==> src/rtl/mem_stage_lsu_pkg.sv <==
// Shared constants and types for the memory-stage load/store unit.
package mem_pkg;

  localparam int NUM_LANES = 4;

  localparam logic [2:0] DM_W  = 3'b000;
  localparam logic [2:0] DM_HS = 3'b001;
  localparam logic [2:0] DM_HU = 3'b010;
  localparam logic [2:0] DM_BS = 3'b011;
  localparam logic [2:0] DM_BU = 3'b100;

  localparam logic [1:0] WD_ALU = 2'b00;
  localparam logic [1:0] WD_MEM = 2'b01;
  localparam logic [1:0] WD_PC4 = 2'b10;

  typedef logic [0:0] lsu_state_t;
  localparam lsu_state_t S_IDLE = 1'b0;
  localparam lsu_state_t S_WAIT = 1'b1;

  typedef struct packed {
    logic [31:0] pc;
    logic [31:0] aluout;
    logic [31:0] memdata;
    logic [4:0]  rd;
    logic        regwrite;
    logic [1:0]  wdsel;
  } wb_bundle_t;

endpackage

==> src/rtl/mem_stage_lsu_align.sv <==
// Byte-lane steering for stores, lane extraction/extension for loads, misalign detect.
module lsu_align
  import mem_pkg::*;
(
  input  logic [2:0]           dm_ctrl,
  input  logic [31:0]          addr,
  input  logic [31:0]          rd2,
  input  logic [31:0]          rdata,
  output logic [NUM_LANES-1:0] be_st,
  output logic [31:0]          wdata,
  output logic [31:0]          load_data,
  output logic                 misalign
);

  logic        is_b, is_h;
  logic [7:0]  ld_b;
  logic [15:0] ld_h;

  // Anything that is not a byte or half encoding behaves as a word access.
  assign is_b = (dm_ctrl == DM_BS) || (dm_ctrl == DM_BU);
  assign is_h = (dm_ctrl == DM_HS) || (dm_ctrl == DM_HU);

  assign misalign = is_b ? 1'b0 : (is_h ? addr[0] : (addr[1:0] != 2'b00));

  for (genvar l = 0; l < NUM_LANES; l++) begin : g_be
    localparam logic [1:0] LN = 2'(l);
    assign be_st[l] = is_b ? (addr[1:0] == LN) : (is_h ? (addr[1] == LN[1]) : 1'b1);
  end

  assign wdata = is_b ? {4{rd2[7:0]}} : (is_h ? {2{rd2[15:0]}} : rd2);

  always_comb begin
    ld_b = rdata[7:0];
    case (addr[1:0])
      2'd1:    ld_b = rdata[15:8];
      2'd2:    ld_b = rdata[23:16];
      2'd3:    ld_b = rdata[31:24];
      default: ld_b = rdata[7:0];
    endcase
  end

  assign ld_h = addr[1] ? rdata[31:16] : rdata[15:0];

  always_comb begin
    load_data = rdata;
    case (dm_ctrl)
      DM_BS:   load_data = {{24{ld_b[7]}}, ld_b};
      DM_BU:   load_data = {24'h0, ld_b};
      DM_HS:   load_data = {{16{ld_h[15]}}, ld_h};
      DM_HU:   load_data = {16'h0, ld_h};
      default: load_data = rdata;
    endcase
  end

endmodule

==> src/rtl/mem_stage_lsu.sv <==
// MEM stage: one data-bus transaction per load/store, upstream stall, MEM/WB register.
module mem_stage_lsu
  import mem_pkg::*;
#(
  parameter int TIMEOUT = 255
) (
  input  logic        clk,
  input  logic        reset,
  input  logic [31:0] MEM_PC,
  input  logic [4:0]  MEM_rd,
  input  logic [31:0] MEM_RD2,
  input  logic [31:0] MEM_aluout,
  input  logic [2:0]  MEM_dm_ctrl,
  input  logic        MEM_RegWrite,
  input  logic        MEM_mem_w,
  input  logic [1:0]  MEM_WDSel,
  input  logic        MEM_Flush,
  output logic        dbus_req,
  output logic        dbus_we,
  output logic [31:0] dbus_addr,
  output logic [31:0] dbus_wdata,
  output logic [3:0]  dbus_be,
  input  logic        dbus_ack,
  input  logic [31:0] dbus_rdata,
  output logic        mem_stall,
  output logic [31:0] WB_PC,
  output logic [31:0] WB_aluout,
  output logic [31:0] WB_memdata,
  output logic [4:0]  WB_rd,
  output logic        WB_RegWrite,
  output logic [1:0]  WB_WDSel,
  output logic        misalign_exc,
  output logic [31:0] exc_addr,
  output logic        bus_err
);

  localparam logic [7:0] TO = 8'(TIMEOUT);

  lsu_state_t state;
  logic [7:0] cnt;
  logic       killed;

  logic [3:0]  be_st;
  logic [31:0] wdata, load_data;
  logic        misalign;
  logic        mem_op, in_wait, go, timeout_abort, killed_now, misalign_hit;
  wb_bundle_t  wb_d, wb_q;

  lsu_align u_align (
    .dm_ctrl   (MEM_dm_ctrl),
    .addr      (MEM_aluout),
    .rd2       (MEM_RD2),
    .rdata     (dbus_rdata),
    .be_st     (be_st),
    .wdata     (wdata),
    .load_data (load_data),
    .misalign  (misalign)
  );

  assign mem_op  = (MEM_mem_w || (MEM_WDSel == WD_MEM)) && !MEM_Flush;
  assign in_wait = (state == S_WAIT);
  // Once in WAIT the transaction is owned regardless of a late flush.
  assign go            = in_wait || (mem_op && !misalign);
  assign timeout_abort = in_wait && (cnt == TO) && !dbus_ack;
  assign killed_now    = killed || (in_wait && MEM_Flush);
  assign misalign_hit  = mem_op && misalign && !in_wait;

  assign dbus_req   = go;
  assign dbus_we    = go && MEM_mem_w;
  assign dbus_addr  = {MEM_aluout[31:2], 2'b00};
  assign dbus_wdata = wdata;
  assign dbus_be    = MEM_mem_w ? be_st : 4'hF;
  assign mem_stall  = go && !dbus_ack && !timeout_abort;

  always_ff @(posedge clk or posedge reset) begin
    if (reset) begin
      state  <= S_IDLE;
      cnt    <= 8'd0;
      killed <= 1'b0;
    end else if (!in_wait) begin
      killed <= 1'b0;
      if (go && !dbus_ack) begin
        state <= S_WAIT;
        cnt   <= 8'd1;
      end
    end else if (dbus_ack || timeout_abort) begin
      state  <= S_IDLE;
      cnt    <= 8'd0;
      killed <= 1'b0;
    end else begin
      cnt    <= cnt + 8'd1;
      killed <= killed_now;
    end
  end

  always_comb begin
    wb_d = '0;
    if (!mem_stall && !(MEM_Flush && !in_wait)) begin
      wb_d.pc       = MEM_PC;
      wb_d.aluout   = MEM_aluout;
      wb_d.memdata  = load_data;
      wb_d.rd       = MEM_rd;
      wb_d.wdsel    = MEM_WDSel;
      wb_d.regwrite = MEM_RegWrite && !misalign_hit && !timeout_abort && !killed_now;
    end
  end

  always_ff @(posedge clk or posedge reset) begin
    if (reset) begin
      wb_q         <= '0;
      misalign_exc <= 1'b0;
      exc_addr     <= 32'h0;
      bus_err      <= 1'b0;
    end else begin
      wb_q         <= wb_d;
      misalign_exc <= misalign_hit;
      bus_err      <= timeout_abort;
      if (misalign_hit) exc_addr <= MEM_aluout;
    end
  end

  assign WB_PC       = wb_q.pc;
  assign WB_aluout   = wb_q.aluout;
  assign WB_memdata  = wb_q.memdata;
  assign WB_rd       = wb_q.rd;
  assign WB_RegWrite = wb_q.regwrite;
  assign WB_WDSel    = wb_q.wdsel;

endmodule

==> config.mk <==
export PLATFORM = sky130hd
export DESIGN_NAME = mem_stage_lsu
export DESIGN_NICKNAME = d
export VERILOG_FILES = /design/src/rtl/mem_stage_lsu_pkg.sv /design/src/rtl/mem_stage_lsu_align.sv /design/src/rtl/mem_stage_lsu.sv
export SDC_FILE = /design/constraint.sdc
export NUM_CORES = 1
export LEC_CHECK = 0
export CORE_MARGIN = 4
export CORE_UTILIZATION = 43
export DETAILED_ROUTE_END_ITERATION = 8
export PLACE_DENSITY_LB_ADDON = 0.1
export RECOVER_POWER = 25
export SLEW_MARGIN = 20
export SYNTH_ARGS = -nofsm -noshare
export SYNTH_HDL_FRONTEND = slang
export SYNTH_HIERARCHICAL = 1
export SYNTH_SLANG_ARGS = --single-unit
==> constraint.sdc <==
create_clock -name clk -period 7.6 [get_ports clk]
set_input_delay 1.52 -clock clk [delete_from_list [all_inputs] [get_ports clk]]
set_output_delay 1.52 -clock clk [all_outputs]
set_load 0.01 [all_outputs]
======== Yosys cells after proc, flatten, opt, wreduce, memory -nomap -nowiden ========
Index checks and enable logic that the tools add are counted.
word-level totals
  register bits ........................... 148
  bits in latches ......................... 0
  RAM bits ................................ 0
  memory bits (read-only) ................. 0
  logic and storage cells ................. 79
  memories ................................ 0
cells by class
  add/subtract/negate cells ............... 1
  multiply operators ...................... 0
  divide/modulo/power cells ............... 0
  magnitude comparators ................... 0
  eq/ne operators ......................... 9
  shift operators ......................... 0
  multiplexer cells ....................... 23
  bitwise logic cells ..................... 1
  reductions and logical operators ........ 33
operators by type and width
  cell                                                             count
  32-bit case mux with 4 select lines                              1
  104-bit 2-to-1 mux                                               1
  32-bit 2-to-1 mux                                                2
  8-bit 2-to-1 mux                                                 3
  8-bit case mux with 3 select lines                               1
  16-bit 2-to-1 mux                                                1
  1-bit logical AND                                                15
  1-bit 2-to-1 mux                                                 13
  1-bit zero test                                                  9
  8-bit by 1-bit adder with 8-bit output, second input constant    1
  8-bit == test, second input constant                             1
  3-bit by 2-bit == test with 1-bit output, second input constant  2
  1-bit logical OR                                                 6
  2-bit by 1-bit == test with 1-bit output, second input constant  2
  2-bit == test, second input constant                             2
  4-bit 2-to-1 mux                                                 1
  2-bit nonzero test                                               2
  3-bit by 1-bit == test with 1-bit output, second input constant  1
  3-bit == test, second input constant                             1
  2-bit zero test                                                  1
  1-bit inverter                                                   1

======== Longest topological paths before layout ========
  word-level depth ........................ 12
  depth in mapped cells ................... 10

======== Modules after synthesis ========
Netlist, hierarchy kept.
by module, submodules not included
  module         instances  cells an instance  area an instance (um2)
  mem_stage_lsu  1          406                5574.1
  lsu_align      1          212                1447.6

======== Least setup slack after synthesis ========
Ideal clock, no wire load.
  path type ............................... input to output
  start point ............................. input port MEM_aluout[1]
  end point ............................... output port dbus_we
  arrival ................................. 3.252 ns
  required time ........................... 6.080 ns
  setup slack ............................. 2.828 ns
  cell stages on the path ................. 7
  cells stage by stage .................... buf_2 -> buf_1 -> nor2_1 -> a211oi_1 -> a211oi_4 -> or2_2 -> and2_1
between the ends
  word-level cells in the longest chain between the ends .. 7
ends and longest elaborated chain
  element                         RTL line                   text
  from (decl)                     mem_stage_lsu.sv:12        input logic [31:0] MEM_aluout,
  2-bit nonzero test              mem_stage_lsu_align.sv:23  assign misalign = is_b ? 1'b0 : (is_h ? addr[0] : (addr[1:0] != 2'b00));
  1-bit 2-to-1 mux (2 in series)  mem_stage_lsu_align.sv:23
  named net misalign              mem_stage_lsu.sv:45        logic misalign;
  1-bit zero test                 mem_stage_lsu.sv:63        assign go = in_wait || (mem_op && !misalign);
  1-bit logical AND               mem_stage_lsu.sv:63
  1-bit logical OR                mem_stage_lsu.sv:63
  named net dbus_req              mem_stage_lsu.sv:18        output logic dbus_req,
  1-bit logical AND               mem_stage_lsu.sv:69        assign dbus_we = go && MEM_mem_w;
  to (decl)                       mem_stage_lsu.sv:19        output logic dbus_we,
The timed path passes the listed nets, and every way through them passes these cells.

======== Worst setup path in the final report ========
  start point ............................. input port MEM_dm_ctrl[1]
  end point ............................... output port dbus_be[3]
between the ends
  word-level cells in the longest chain between the ends .. 5
ends and longest elaborated chain
  element                                                                                               RTL line                   text
  from (decl)                                                                                           mem_stage_lsu.sv:13        input logic [2:0] MEM_dm_ctrl,
  3-bit by 1-bit == test with 1-bit output or 3-bit by 2-bit == test with 1-bit output (tied branches)  mem_stage_lsu_align.sv:21  assign is_h = (dm_ctrl == DM_HS) || (dm_ctrl == DM_HU);
  1-bit logical OR                                                                                      mem_stage_lsu_align.sv:21
  1-bit 2-to-1 mux                                                                                      mem_stage_lsu_align.sv:27  assign be_st[l] = is_b ? (addr[1:0] == LN) : (is_h ? (addr[1] == LN[1]) : 1'b1);
  1-bit 2-to-1 mux *                                                                                    mem_stage_lsu_align.sv:27
  named net be_st[3]                                                                                    mem_stage_lsu.sv:43        logic [3:0] be_st;
  4-bit 2-to-1 mux *                                                                                    mem_stage_lsu.sv:72        assign dbus_be = MEM_mem_w ? be_st : 4'hF;
  to (decl)                                                                                             mem_stage_lsu.sv:22        output logic [3:0] dbus_be,
Mark *: on every way through the listed nets, which the timed path passes. The rest lies on a longest branch.

==> metrics <==
status=finished with violations; failing checks=capacitance limit, slew limit; FP Rows=46; Critical Setup Path Class=input pin to output port; number of synthesized register bits=approximately 150; CTS Sinks=between 100 and 150; Final Non-Filler Cells=1137; Top FF cell, synth=dfrtp_1; Slew headroom=-0.979; crit-path max cell delay=0.66 ns; Gate Count Post-Synth=618; clk slew on worst S/H paths=0.06 ns; layout net count=1053; vias=5880; placed cells=1105; CTS tree=built; Root Buffer=clkbuf_16; Pleak=between 5 and 6 nW; Initial Utilization=0.440; vias per inst=between 5 and 6; dpl hpwl=~16000 um; Antenna Diode Count=0; first-pass GRT wire length=33800 um; Slowest cell on crit path=nor2_2; Setup Fix Bufs, Post-CTS=0; Avg Cell Area, Syn=11.4 um2; RSZ-0062 raised after global routing=no; initial antenna violation count=0; worst-margin pin slew=2.95 ns; YS warnings=6; Final Max Slew Viols=67; pin count of the biggest net entering global routing=105; WP data required=6.08 ns; register area share after synthesis=0.527; worst hold path type=register to register; VDD IR-drop max=0.158 mV; P per Cell Area=215 mW/mm2; f_max=167 MHz; # DRC=0; most frequent cells in the layout=290 x clkdlybuf4s50_1, 148 x dfrtp_1, 107 x and3_1, 60 x dlygate4sd3_1, 42 x nand2_1; CTS Hold Bufs=0; startpoint types=input pin; die area=0.0184 mm2; IO buf count=350; CP Max Fanout=38; Worst Skew=0.0128 ns; Synth Cell Area=0.00702 mm2; pre-CTS WS=1.62 ns; PostCTS Resize Cnt=0; wire length per cell=19.2 um; CP arrival=about 4.5 ns; Filler Cell Count=1209; Fin. Hold Viols=0; Core ar.=0.0159 mm2; H-tree levels=4; crit end category=output port; EDFF count, synth=0; Synth async-reset ratio=1.00; Tcrit/Tclk final=0.790; Final min period=6.00 ns; crit path cell chain=clkdlybuf4s50_1, buf_4, nor2_2, xor2_2, buf_4, nor2_1, a21oi_1, nand2b_1, clkdlybuf4s50_1; # IOs=between 300 and 400; number of global-route vias before repair=around 6200; P&R area growth vs syn=54.5%; final WL=~22000 um; setup ws final=1.60 ns; total global routing overflow=0; die width=136 um; CTS buffer count=17; worst-skew pair later-pin latency=0.42 ns; first drt pass iteration count=4; final setup violation count=0; drt first-iter violations=308; Distinct cells, synth=between 60 and 70; share of layout cells above drive strength 1=0.109; Vert. Die Dim=136 um; Total Routing Usage GR=0.234; Min Hold Slack=0.505 ns; final setup TNS=0 ns; most common cell after layout, fill and taps aside=clkdlybuf4s50_1; GPL Wtd Cong=~0.83; antenna-violating nets left=0; CTS Buffer Depth=2; Maximum Capacitance Violations=1
layout make-up:
| class | count | area (um2) | share of cell area |
|---|---|---|---|
| clock inverter | 11 | 101 | 0.00934 |
| sequential | 148 | 3700 | 0.341 |
| inverter | 11 | 45.0 | 0.00415 |
| clock buffer | 21 | 460 | 0.0425 |
| tap | 216 | 270 | 0.0249 |
| multi-input combinational | 372 | 2700 | 0.249 |
| timing repair buffer | 358 | 3570 | 0.329 |
cells by family (layout without fill, tap and decap cells):
| logic type | after synthesis | count (layout) | share of synthesized area |
|---|---|---|---|
| other cells | 1 | 2 | 0.000534 |
| flops | 148 | 148 | 0.527 |
| simple gates | 206 | 206 | 0.171 |
| xor+xnor | 3 | 3 | 0.00481 |
| buf+inv | 99 | 401 | 0.0893 |
| mux | 65 | 65 | 0.103 |
| fa+ha+maj | 2 | 2 | 0.00321 |
| compound gates | 94 | 94 | 0.101 |
per-layer routing:
metal	GRT usage	vias up	wire length, um
met1	0.286	2885	8530
met2	0.401	237	11100
met5	0	-	0
met4	0.0857	0	588
li1	-	2725	-
met3	0.0613	33	1600
cells in the mapped netlist, drive strengths merged (2+ instances only):
master	number	area share
mux2	47	0.075
a211o	2	0.0025
a22oi	2	0.0029
nor2b	5	0.0055
a31oi	4	0.0045
nand3	6	0.0050
a22o	2	0.0025
nor2	9	0.0052
a221o	14	0.020
xor2	3	0.0048
nand2b	7	0.0073
inv	11	0.0062
and2	2	0.0018
nand2	43	0.023
a21oi	13	0.0093
and3	109	0.098
dfrtp	148	0.53
mux2i	17	0.024
o211ai	8	0.011
or2	3	0.0027
a21o	16	0.017
nor3	11	0.0078
or3	7	0.0062
o21ai	23	0.016
a211oi	2	0.0039
clkbuf	29	0.018
buf	59	0.065
worst max-delay path, delay by kind of cell:
family / cells / cell delay, ns
AO/OA/AOI/OAI: 1 / 0.11
XOR/XNOR: 1 / 0.41
buffers and inverters: 4 / 1.55
AND/OR/NAND/NOR: 3 / 0.86
worst paths after layout:
kind,start,to,depth (start not counted),slack [ns]
setup / recovery,MEM_dm_ctrl[1],dbus_be[3],9,1.60
hold / removal,exc_addr[27],exc_addr[27],1,0.51
setup reg to reg,cnt[0],WB_memdata[31],6,5.17
hold reg to reg,exc_addr[27],exc_addr[27],1,0.51
max in group asynchronous,reset,exc_addr[20],3,3.54
min in group asynchronous,reset,WB_PC[0],2,2.41
stage by stage:
step | power [mW] | utilization | instance area (um2)
floorplan | 1.21 | - | 7030
global placement | 1.56 | 0.645 | 10300
detailed placement | 1.57 | 0.645 | 10300
CTS | 2.37 | 0.680 | 10800
global route | 2.44 | 0.680 | 10800
finish | 2.33 | 0.680 | 10800
where the power goes:
part / switching (mW) / internal (mW)
logic: 0.268 / 0.354
clock network: 0.316 / 0.468
registers: 0.0403 / 0.883
registers in the layout, summed over array words and instances (netlist names):
signal        cells
in_wait           1
cnt               8
WB_WDSel          2
exc_addr         32
misalign_exc      1
WB_RegWrite       1
bus_err           1
WB_aluout        32
WB_memdata       32
WB_PC            32
WB_rd             5
killed            1
(Power assumes the default switching activity.)
